## src/rtl/ldpc_cw_deser.sv

```systemverilog
// ldpc_cw_deser: serial-to-codeword front end for the 7-bit bit-flip LDPC decoder.
// Aligns the channel bit stream on a start-of-frame marker, packs CW_LEN-bit
// codewords (bit 1 = first bit received) and buffers them in a registered
// first-word-fall-through FIFO with a valid/ready output handshake.
// Ports:
//   clk, rst_n           clock, asynchronous active-low reset
//   sin, sin_valid       serial bit and its qualifier
//   sin_sof              qualified start-of-frame: current bit is bit 1
//   cw_out, cw_valid     FIFO head codeword [CW_LEN:1] and its valid
//   cw_ready             consumer accepts cw_out this cycle
//   fifo_level           stored codewords, 0..FIFO_DEPTH
//   overflow_cnt         saturating count of words dropped on a full FIFO
//   misalign             sticky flag: sof seen in the middle of a word
module ldpc_cw_deser #(
    parameter int unsigned CW_LEN     = 7,
    parameter int unsigned FIFO_DEPTH = 4,
    parameter int unsigned ADDR_W     = 2
) (
    input  logic                clk,
    input  logic                rst_n,
    input  logic                sin,
    input  logic                sin_valid,
    input  logic                sin_sof,
    output logic [CW_LEN:1]     cw_out,
    output logic                cw_valid,
    input  logic                cw_ready,
    output logic [ADDR_W:0]     fifo_level,
    output logic [7:0]          overflow_cnt,
    output logic                misalign
);

    localparam int unsigned CNT_W = $clog2(CW_LEN + 1);
    localparam int unsigned LVL_W = ADDR_W + 1;

    typedef enum logic {
        HUNT     = 1'b0,
        ASSEMBLE = 1'b1
    } state_e;

    // deserialiser state
    state_e                 state_q, state_d;
    logic [CNT_W-1:0]       cnt_q, cnt_d;
    logic [CW_LEN:1]        sh_q, sh_d;
    logic                   misalign_q, misalign_d;

    // FIFO state
    logic [CW_LEN:1]        mem_q [FIFO_DEPTH];
    logic [CW_LEN:1]        mem_d [FIFO_DEPTH];
    logic [ADDR_W-1:0]      wr_ptr_q, wr_ptr_d;
    logic [ADDR_W-1:0]      rd_ptr_q, rd_ptr_d;
    logic [LVL_W-1:0]       level_q, level_d;
    logic [7:0]             ovf_q, ovf_d;
    logic [CW_LEN:1]        cw_out_q, cw_out_d;
    logic                   cw_valid_q, cw_valid_d;

    // per-cycle control
    logic                   push;
    logic [CW_LEN:1]        asm_word;
    logic [CNT_W-1:0]       pos;
    logic                   pop;
    logic                   full;
    logic                   wr_en;
    logic                   drop;

    // Bit assembly: places each valid bit at position cnt+1 and requests a push
    // when the word completes.
    always_comb begin
        state_d    = state_q;
        cnt_d      = cnt_q;
        sh_d       = sh_q;
        misalign_d = misalign_q;
        push       = 1'b0;
        pos        = CNT_W'(cnt_q + CNT_W'(1));
        asm_word   = sh_q;
        asm_word[pos] = sin;

        if (sin_valid) begin
            case (state_q)
                HUNT: begin
                    if (sin_sof) begin
                        sh_d     = '0;
                        sh_d[1]  = sin;
                        cnt_d    = CNT_W'(1);
                        state_d  = ASSEMBLE;
                    end
                end
                ASSEMBLE: begin
                    if (sin_sof && (cnt_q != '0)) begin
                        // sof inside a word: drop the partial word and restart on this bit
                        misalign_d = 1'b1;
                        sh_d       = '0;
                        sh_d[1]    = sin;
                        cnt_d      = CNT_W'(1);
                    end else if (pos == CNT_W'(CW_LEN)) begin
                        push  = 1'b1;
                        sh_d  = '0;
                        cnt_d = '0;
                    end else begin
                        sh_d  = asm_word;
                        cnt_d = pos;
                    end
                end
                default: begin
                    state_d = HUNT;
                    cnt_d   = '0;
                end
            endcase
        end
    end

    // FIFO bookkeeping and next head; a push into a full FIFO only succeeds
    // when the head is popped on the same edge.
    always_comb begin
        pop   = cw_valid_q & cw_ready;
        full  = (level_q == LVL_W'(FIFO_DEPTH));
        wr_en = push & (~full | pop);
        drop  = push & full & ~pop;

        mem_d = mem_q;
        if (wr_en) begin
            mem_d[wr_ptr_q] = asm_word;
        end

        wr_ptr_d = wr_ptr_q + ADDR_W'(wr_en);
        rd_ptr_d = rd_ptr_q + ADDR_W'(pop);
        level_d  = LVL_W'(level_q + LVL_W'(wr_en) - LVL_W'(pop));

        ovf_d = ovf_q;
        if (drop && (ovf_q != 8'hFF)) begin
            ovf_d = ovf_q + 8'd1;
        end

        // head after the edge; the word being written may itself become the head
        cw_valid_d = (level_d != '0);
        cw_out_d   = '0;
        if (level_d != '0) begin
            if (wr_en && (wr_ptr_q == rd_ptr_d)) begin
                cw_out_d = asm_word;
            end else begin
                cw_out_d = mem_q[rd_ptr_d];
            end
        end
    end

    // State registers.
    always_ff @(posedge clk or negedge rst_n) begin
        if (!rst_n) begin
            state_q    <= HUNT;
            cnt_q      <= '0;
            sh_q       <= '0;
            misalign_q <= 1'b0;
            wr_ptr_q   <= '0;
            rd_ptr_q   <= '0;
            level_q    <= '0;
            ovf_q      <= '0;
            cw_out_q   <= '0;
            cw_valid_q <= 1'b0;
            for (int i = 0; i < int'(FIFO_DEPTH); i++) begin
                mem_q[i] <= '0;
            end
        end else begin
            state_q    <= state_d;
            cnt_q      <= cnt_d;
            sh_q       <= sh_d;
            misalign_q <= misalign_d;
            wr_ptr_q   <= wr_ptr_d;
            rd_ptr_q   <= rd_ptr_d;
            level_q    <= level_d;
            ovf_q      <= ovf_d;
            cw_out_q   <= cw_out_d;
            cw_valid_q <= cw_valid_d;
            for (int i = 0; i < int'(FIFO_DEPTH); i++) begin
                mem_q[i] <= mem_d[i];
            end
        end
    end

    assign cw_out       = cw_out_q;
    assign cw_valid     = cw_valid_q;
    assign fifo_level   = level_q;
    assign overflow_cnt = ovf_q;
    assign misalign     = misalign_q;

endmodule
```

## config.mk

```make
export PLATFORM = sky130hd
export DESIGN_NAME = ldpc_cw_deser
export DESIGN_NICKNAME = d
export VERILOG_FILES = /design/src/rtl/ldpc_cw_deser.sv
export SDC_FILE = /design/constraint.sdc
export NUM_CORES = 1
export LEC_CHECK = 0
export BUFFER_PORTS_ARGS = -buffer_cell sky130_fd_sc_hd__buf_2
export CAP_MARGIN = 20
export CORE_ASPECT_RATIO = 1.75
export CORE_MARGIN = 3
export CORE_UTILIZATION = 59
export CTS_BUF_LIST = sky130_fd_sc_hd__clkbuf_16
export CTS_CLUSTER_DIAMETER = 100
export CTS_CLUSTER_SIZE = 10
export DETAILED_ROUTE_END_ITERATION = 16
export PLACE_DENSITY = 0.9
export SETUP_SLACK_MARGIN = 0.3
export SYNTH_ARGS = -nofsm -noshare
export SYNTH_HDL_FRONTEND = slang
export SYNTH_SLANG_ARGS = --single-unit
```

## constraint.sdc

```tcl
create_clock -name clk -period 5.8 [get_ports clk]
set_input_delay 0.87 -clock clk [delete_from_list [all_inputs] [get_ports clk]]
set_output_delay 0.87 -clock clk [all_outputs]
set_load 0.03 [all_outputs]
```

==> run summary, run 1 <==
Clock latency on the worst-skew pair, taken at its later pin, is 330 ps. Clock skew on the completed layout was measured at 4.28 ps. For this run, design rule violations remaining after detail routing come to 0.

Max-cap violations in this run came to 0. Number of ports placed on the die boundary: 26. Wire length of the first global-routing pass: 10,400 µm. The starting density of the core was 62.0%. The total setup violations reported at the end of the flow was 0. At the worst endpoint, the arrival time is 4190 ps.

0 antenna diodes ended up in the layout. Headroom to the max-slew limit came out at 41.6%. In this run the tool buffered the top-level ports with 25 buffer cells. After global routing the overflow that remains totals 0. The tree built by TritonCTS fans out to 63 sinks.

The detailed router finished its first iteration with 81 violations. The worst setup slack after placement was 1770 ps; the distinct cell type count of the synthesized netlist was 44. The logs give 2,039 for the total via count in the routed design and 22.8% for the global router's overall resource usage. Type of the setup path with the least slack: reg -> reg. The total setup buffers inserted after CTS was 0; the minimum setup slack in the final design was 1820 ps. The mean cell area of the mapped netlist came out at 13.0 µm².

Across the VDD grid, the largest voltage drop is 0.332 mV. The die covers 6220 µm². The net total in the final layout was 284; the number of gates resized after CTS was 0. The H-tree was split into 3 levels. The tree is rooted in a clkbuf_16. The final antenna-violating net count was 0. Synthesis produced 239 cells.

The via count of the first global-routing pass is 2,223, and the number of hold buffers added after CTS is 0. The mux cell area share after synthesis was 19.5%; the complex-gate fraction of the synthesized area was 8.40%. Cell family with the largest share of critical-path delay: adder cells. Cell type of the slowest stage on the worst timing path: a2111o_1.

The net count after synthesis is 254. The initial antenna violation count was 0. The ratio of cells with drive above 1 in the final layout works out to 31.1%. In the synthesized netlist, the cells that appear most often are 63 x dfrtp_1, 16 x nand2_1, 15 x mux2_2.

Combinational logic is responsible for 31.5% of the overall power. The logs give 0.00183 µW for the leakage power and 3110 µm² for the cell area after technology mapping. The total area inside the core boundary comes to 5020 µm². After synthesis, the largest area contributor takes up 50.7% of total cell area. Ranked by total cell area, the synthesized netlist is headed by dfrtp_1 51%, mux2_4 6.8%, mux2_2 5.4%, mux4_2 5.1%, xor2_1 3.4%. Counting flops and latches in the post-synthesis netlist gives 63. For the pin with the worst max-slew slack, the measured transition is 873 ps.

The clock share of power came out at 33.6%. The count of endpoints failing hold in the final timing report was 0; the highest fanout seen on the critical path was 15. After synthesis, the share of flip-flops with an asynchronous set or reset is 100%. Peak clock frequency supported by timing: 0.251 GHz. The share of total power dissipated in sequential elements is 35.0%.

The number of flops mapped to enable cells by yosys works out to 0. The worst setup path is launched from a flip-flop. The die height is 102 µm, and the worst path required time is 6000 ps. The routed wire length per instance is 18.9 µm. Walking the worst path, the cells encountered are ha_1 > xnor2_1 > a2111o_1 > nand2b_1 > ha_1 > inv_1 > ha_1 > fa_1 > xnor3_1 > or3_1 > o21ai_0 > mux2i_1. Summed over all nets, the half-perimeter wirelength after detailed placement is 4330 µm.

Biggest cell delay along the critical path: 630 ps. The area growth from synthesis to layout came out at 15.4%. At the end of routability-driven placement, the weighted congestion stood at 0.838.

The die boundary width is 60.9 µm. The cell that appears most often on the critical path is ha_1. TritonCTS built the clock tree.

The number of pins exceeding their max-slew limit in the final report was 0; the total number of yosys warnings was 0. The average vias per placed instance came out at 6.24. The tools report the sort of element at the end of the critical path as a flip-flop.

The number of buffers and inverters on the critical path is 1. Combinational family with the most area after synthesis: multiplexers. Setup repair after global routing left no endpoint under its margin. The leading cell type by number of instances after synthesis was dfrtp_1. Before antenna repair, the detailed router went through 6 iterations.

The power per standard cell area was 456 nW/µm²; the clock edge transition at the registers on the reported setup and hold paths was 50 ps. Internal power comes to 1090 µW. The path class of the tightest hold or removal check is reg -> reg. The post-synthesis simple-gate area fraction is 10.6%, and the sequential cell area fraction in the yosys report is 50.7%. The fraction of synthesized cell area in xor and xnor cells was 4.38%; the number of placement rows was 34.

The switching share of total power came out at 33.3%. For the final wirelength, the log shows 6170 µm. The most area-hungry cell type in the Yosys netlist was dfrtp_1. The clock passes through at most 2 buffers. The clock period minus worst slack came out at 3980 ps.

The total net switching power came out at 546 µW. The most used flip-flop cell after synthesis is dfrtp_1. The run finished with clean final reports.

Adding up every negative setup slack in the final design gives 0 ps. The completed layout was analyzed and its total power is 1640 µW. Entering global routing, the biggest net connects 64 pins.

The period utilization was 68.7%. After Yosys synthesis, full adders, half adders and majority gates account for 3.86% of the synthesized area. The number of clock buffers inserted by TritonCTS was 9.
==> power groups by stage <==
| stage | Combinational, µW | Sequential, µW | Clock (µW) |
|---|---|---|---|
| floorplan | 349 | 602 | 0 |
| global placement | 486 | 572 | 0 |
| detailed placement | 508 | 578 | 0 |
| CTS | 516 | 572 | 552 |
| global route | 562 | 581 | 573 |
| finish | 515 | 573 | 549 |
==> worst paths after layout <==
path	from	end	slack (ps)	cells past startpoint
worst max-delay path	cnt_q[0]	cw_out[1]	1820	12
worst min-delay path	misalign	misalign	480	1
worst max register to register	cnt_q[0]	cw_out[1]	1820	12
worst min register to register	misalign	misalign	480	1
max in group asynchronous	rst_n	cw_out[3]	4580	2
min in group asynchronous	rst_n	cw_out[2]	700	2
==> routing by layer <==
layer  routed length (µm)  global-route usage (%)  share of wire [%]
met2                 3430                    38.6                 56
met5                    0                       0                  0
met3                  222                    4.68                3.6
met1                 2370                    26.3                 38
met4                  154                    12.2                2.5
==> sequential cells by signal, indices dropped and copies added (netlist names), 2 cells and up <==
register / count
wr_ptr_q: 2
overflow_cnt: 8
cnt_q: 3
rd_ptr_q: 2
fifo_level: 3
mem_q: 28
cw_out: 7
sh_q: 7
==> layout by cell type (no fill, tap or decap), drive strengths merged, types with 2 or more instances in the layout <==
cell	count
a21boi	4
a21o	2
a21oi	4
a22o	7
and3	5
buf	28
bufinv	2
clkbuf	9
clkinv	4
dfrtp	63
ha	8
inv	10
mux2	29
mux2i	7
mux4	7
nand2	16
nand2b	3
nand3	2
nor2	2
nor3	4
nor4	4
nor4b	4
o21a	2
o21ai	9
o31a	2
or2	7
or4b	2
xor2	12
==> area by class of cell <==
type | instances | area, µm²
clock buffers | 9 | 225
clock inverters | 6 | 76.3
fillers | 342 | 1430
inverters | 10 | 37.5
multi-input cells | 157 | 1460
flip-flops and latches | 63 | 1580
well taps | 54 | 67.6
repair buffers | 28 | 148
==> through the flow <==
step | hold WS, ps | cell area, µm² | std cells | utilization (%)
after CTS | 486 | 3580 | 326 | 71.4
after floorplan | 466 | 3110 | 239 | -
after detailed placement | 477 | 3280 | 311 | 65.4
final | 484 | 3590 | 327 | 71.5
after global routing | 511 | 3590 | 327 | 71.5
after global placement | 447 | 3280 | 311 | 65.4
==> cell families after synthesis <==
logic type	count (synthesis)
flip-flops	63
AND/OR/NAND/NOR	55
multiplexers	43
AO/OA/AOI/OAI	36
buffers and inverters	19
XOR/XNOR	14
adder cells (fa/ha/maj)	9
(Power assumes the default switching activity.)
==> run 2, diff against run 1 <==
--- a/config.mk
+++ b/config.mk
@@ -9,12 +9,12 @@
 export CAP_MARGIN = 20
 export CORE_ASPECT_RATIO = 1.75
 export CORE_MARGIN = 3
-export CORE_UTILIZATION = 59
+export CORE_UTILIZATION = 53
 export CTS_BUF_LIST = sky130_fd_sc_hd__clkbuf_16
 export CTS_CLUSTER_DIAMETER = 100
 export CTS_CLUSTER_SIZE = 10
 export DETAILED_ROUTE_END_ITERATION = 16
-export PLACE_DENSITY = 0.9
+export PLACE_DENSITY = 0.86
 export SETUP_SLACK_MARGIN = 0.3
 export SYNTH_ARGS = -nofsm -noshare
 export SYNTH_HDL_FRONTEND = slang
==> constraint.sdc (replaced) <==
create_clock -name clk -period 3.5 [get_ports clk]
set_input_delay 0.525 -clock clk [delete_from_list [all_inputs] [get_ports clk]]
set_output_delay 0.525 -clock clk [all_outputs]
set_load 0.03 [all_outputs]
==> run 2 against run 1 <==
Compared with the run above:
- die area is 10% higher
- flip-flop and latch count unchanged
- combinational power grew 110%
- final cell count grew 11%
- register-to-register slack worse by 1400 ps
- via count rose by 0.88%
- worst setup slack worse by 1400 ps
- final area up 6.0%
- clock power increased by 39%
- critical path type unchanged
- sequential share of layout area fell by 2.4 points
==> run summary, run 2 (synthesis gave the netlist of run 1 again) <==
The logs give 36 (was 34) for the number of placement rows and 38.6% (was 31.5%) for the portion of total power attributed to combinational logic. Sequence of cells on the critical path: clkinv_4 > ha_4 > nand2b_4 > a2111o_1 > nand2b_4 > ha_4 > inv_2 > ha_4 > fa_2 > xnor3_2 > or3_4 > o21ai_0 > mux2i_1 (was ha_1 > xnor2_1 > a2111o_1 > nand2b_1 > ha_1 > inv_1 > ha_1 > fa_1 > xnor3_1 > or3_1 > o21ai_0 > mux2i_1). The switching share of total power came out at 35.0% (was 33.3%). Via count of the first global-routing pass: 2,091 (was 2,223). Cell family with the largest share of critical-path delay: adder cells (unchanged). The clock period minus worst slack is 3120 ps (was 3980 ps), and the area growth from synthesis to layout is 22.3% (was 15.4%).

The fraction of power consumed by sequential logic came out at 34.4% (was 35.0%). CTS root buffer: clkbuf_16 (unchanged). The most common cell after layout, fill and taps aside is dfrtp_1 (unchanged). Most flop-heavy register: mem_q (unchanged). The type of the setup path with the least slack is reg -> reg (unchanged).

The area inside the core boundary was 5630 µm² (was 5020 µm²); the total via count in the routed design was 2,057 (was 2,039). Maximum buffer depth of the clock tree: 2 (unchanged). Die height: 107 µm (was 102 µm). The routed wire length on met2 was 3550 µm (was 3430 µm). The logs give 422 (was 342) for the number of inserted filler cells in the final layout and 3810 µm² (was 3590 µm²) for the area of all placed cells without fillers. The total global routing overflow was 0 (unchanged). The post-placement cell count came out at 338 (was 311).

Final wirelength: 6410 µm (was 6170 µm). The tools report the detailed-placement wirelength estimate as 4480 µm (was 4330 µm). The peak clock frequency supported by timing was 0.321 GHz (was 0.251 GHz). The number of clock buffers inserted by TritonCTS is 9 (unchanged), and the wire length on met3 is 205 µm (was 222 µm). Sort of element at the end of the critical path: a flip-flop (unchanged). The logs give 3310 ps (was 4190 ps) for the critical path arrival and 0 ps (unchanged) for the setup TNS. The worst slew margin relative to its limit was 50.8% (was 41.6%).

Setup repair after global routing left no endpoint under its margin. The global placer's final weighted congestion was 0.822 (was 0.838); the count of inserted antenna diode cells was 0 (unchanged). The run gives 26 (unchanged) as the number of ports placed on the die boundary. The biggest cell delay along the critical path works out to 460 ps (was 630 ps).

The DRC marker count from the first detailed-route iteration was 92 (was 81); the initial antenna violation count was 0 (unchanged). The net total in the final layout is 297 (was 284), and the power per standard cell area is 738 nW/µm² (was 456 nW/µm²). The average vias per placed instance was 5.68 (was 6.24); the flip-flop count of the largest register, all copies and words added was 28 (unchanged). The first-pass iteration count of the detailed router is 4 (was 6), and the total net switching power is 985 µW (was 546 µW).

The number of non-filler instances in the completed layout was 362 (was 327). The internal power of the cells was 1830 µW (was 1090 µW); the clock edge transition at the registers on the reported setup and hold paths was 50 ps (about the same). The tools report the slack of the worst reg-to-reg path as 380 ps (was 1820 ps). The maximum number of pins on one net before global-route repair is 50 (was 64). For the largest clock skew in the final design, the log shows 8.46 ps (was 4.28 ps).

The tools report the worst path required time as 3690 ps (was 6000 ps). The ratio of cells with drive above 1 in the final layout works out to 40.6% (was 31.1%). The routed wire length per instance came out at 17.7 µm (was 18.9 µm). The run gives 27.1% (was 33.6%) as the clock share of power.

The worst hold path class is in -> async (was reg -> reg). The flow ran to the end, and the final reports show no timing, DRC or antenna violations. Period utilization: 89.1% (was 68.7%). The logs give 3440 µm² (was 3280 µm²) for the area after detailed placement and 0.00189 µW (was 0.00183 µW) for the leakage power. The highest fanout seen on the critical path works out to 8 (was 15).

The cell type of the slowest stage on the worst timing path was dfrtp_2 (was a2111o_1). TritonCTS built the clock tree. The tools report the worst voltage drop across the vdd grid as 0.411 mV (was 0.332 mV). Most frequent cell on the critical path: ha_4 (was ha_1). The number of sinks on the clock net was 63 (unchanged); the slew at the pin with the worst max-slew slack was 732 ps (was 873 ps). The max capacitance violation total was 0 (unchanged); the die area was 6860 µm² (was 6220 µm²). The worst-case hold slack is 31.8 ps (was 484 ps).

The H-tree depth is 3 (unchanged). The run gives 20.1% (was 22.8%) as the global router's overall resource usage. The logs give 0 (unchanged) for the final routed DRC violation total and 0 (unchanged) for the total setup violations reported at the end of the flow. The number of buffer cells added on primary ports was 25 (unchanged); the final antenna-violating net count was 0 (unchanged).

The number of pins exceeding their max-slew limit in the final report is 0 (unchanged), and the clock latency reported for the late side of the worst-skew pair is 330 ps (about the same). The tools report the count of endpoints failing hold in the final timing report as 0 (unchanged). The starting density of the core is 55.3% (was 62.0%). Wire length the detailed router placed on met1: 2500 µm (was 2370 µm).

The tools report the kind of start point of the critical path as a flip-flop (unchanged). Number of buffers and inverters on the critical path: 2 (was 1). The highest signal layer in the routed design is met4 (unchanged). Most used cells in the layout excluding fill and tap cells: 61 x dfrtp_1, 25 x buf_2, 16 x nand2_1 (was 63 x dfrtp_1, 25 x buf_2, 16 x nand2_1). The wire length of the first global-routing pass was 10,300 µm (was 10,400 µm); the die boundary width was 63.9 µm (was 60.9 µm). The number of hold buffers added after CTS was 0 (unchanged).
==> run 2: cell types whose count changed in the layout (fill, tap and decap cells not counted), moves of 4 or more <==
cell     before  now
buf_4         3   14
ha_1          8    3
ha_4          0    5
o21ai_0       9    5
==> run 2: layout make-up <==
cell class                      instances  area, µm²  area share [%]
Multi-Input combinational cell        158       1580            41.6
Sequential cell                        63       1580            41.5
Timing Repair Buffer                   40        250            6.57
Clock buffer                            9        225            5.92
Tap cell                               76       95.1            2.50
Inverter                               10       42.5            1.12
Clock inverter                          6       30.0           0.789
==> run 2: per-stage QoR <==
stage               util, %  setup slack [ps]  power (µW)
global route           67.6               296        2970
detailed placement     61.1               315        1910
CTS                    65.6               300        2680
finish                 67.6               383        2810
floorplan                 -               269        1680
global placement       61.1               372        1870
==> run 2: final timing paths <==
path                           start         to  cells past startpoint
setup reg to reg            cnt_q[0]  cw_out[1]                     13
setup / recovery            cnt_q[0]  cw_out[1]                     13
hold / removal                 rst_n  cw_out[4]                      1
min in group clk           sin_valid    state_q                      2
max in group asynchronous      rst_n   mem_q[6]                      3
hold reg to reg             misalign   misalign                      1
==> run 2: per-layer routing <==
metal	track usage, %	vias to the layer above
li1	-	961
met1	23.4	1038
met2	33.8	46
met3	6.27	12
met4	8.04	0
met5	0	-
==> run 2: power by group through the flow <==
stage	Clock, µW	Sequential [µW]	Combinational [µW]
after detailed placement	0	970	939
after global routing	811	981	1180
after global placement	0	963	908
final	761	966	1080
after CTS	773	960	946
after floorplan	0	1010	672
==> run 2: timing repair <==
item	in CTS	in global routing
setup endpoints to repair	0	7
resized for setup	0	12
buffers inserted	0	7
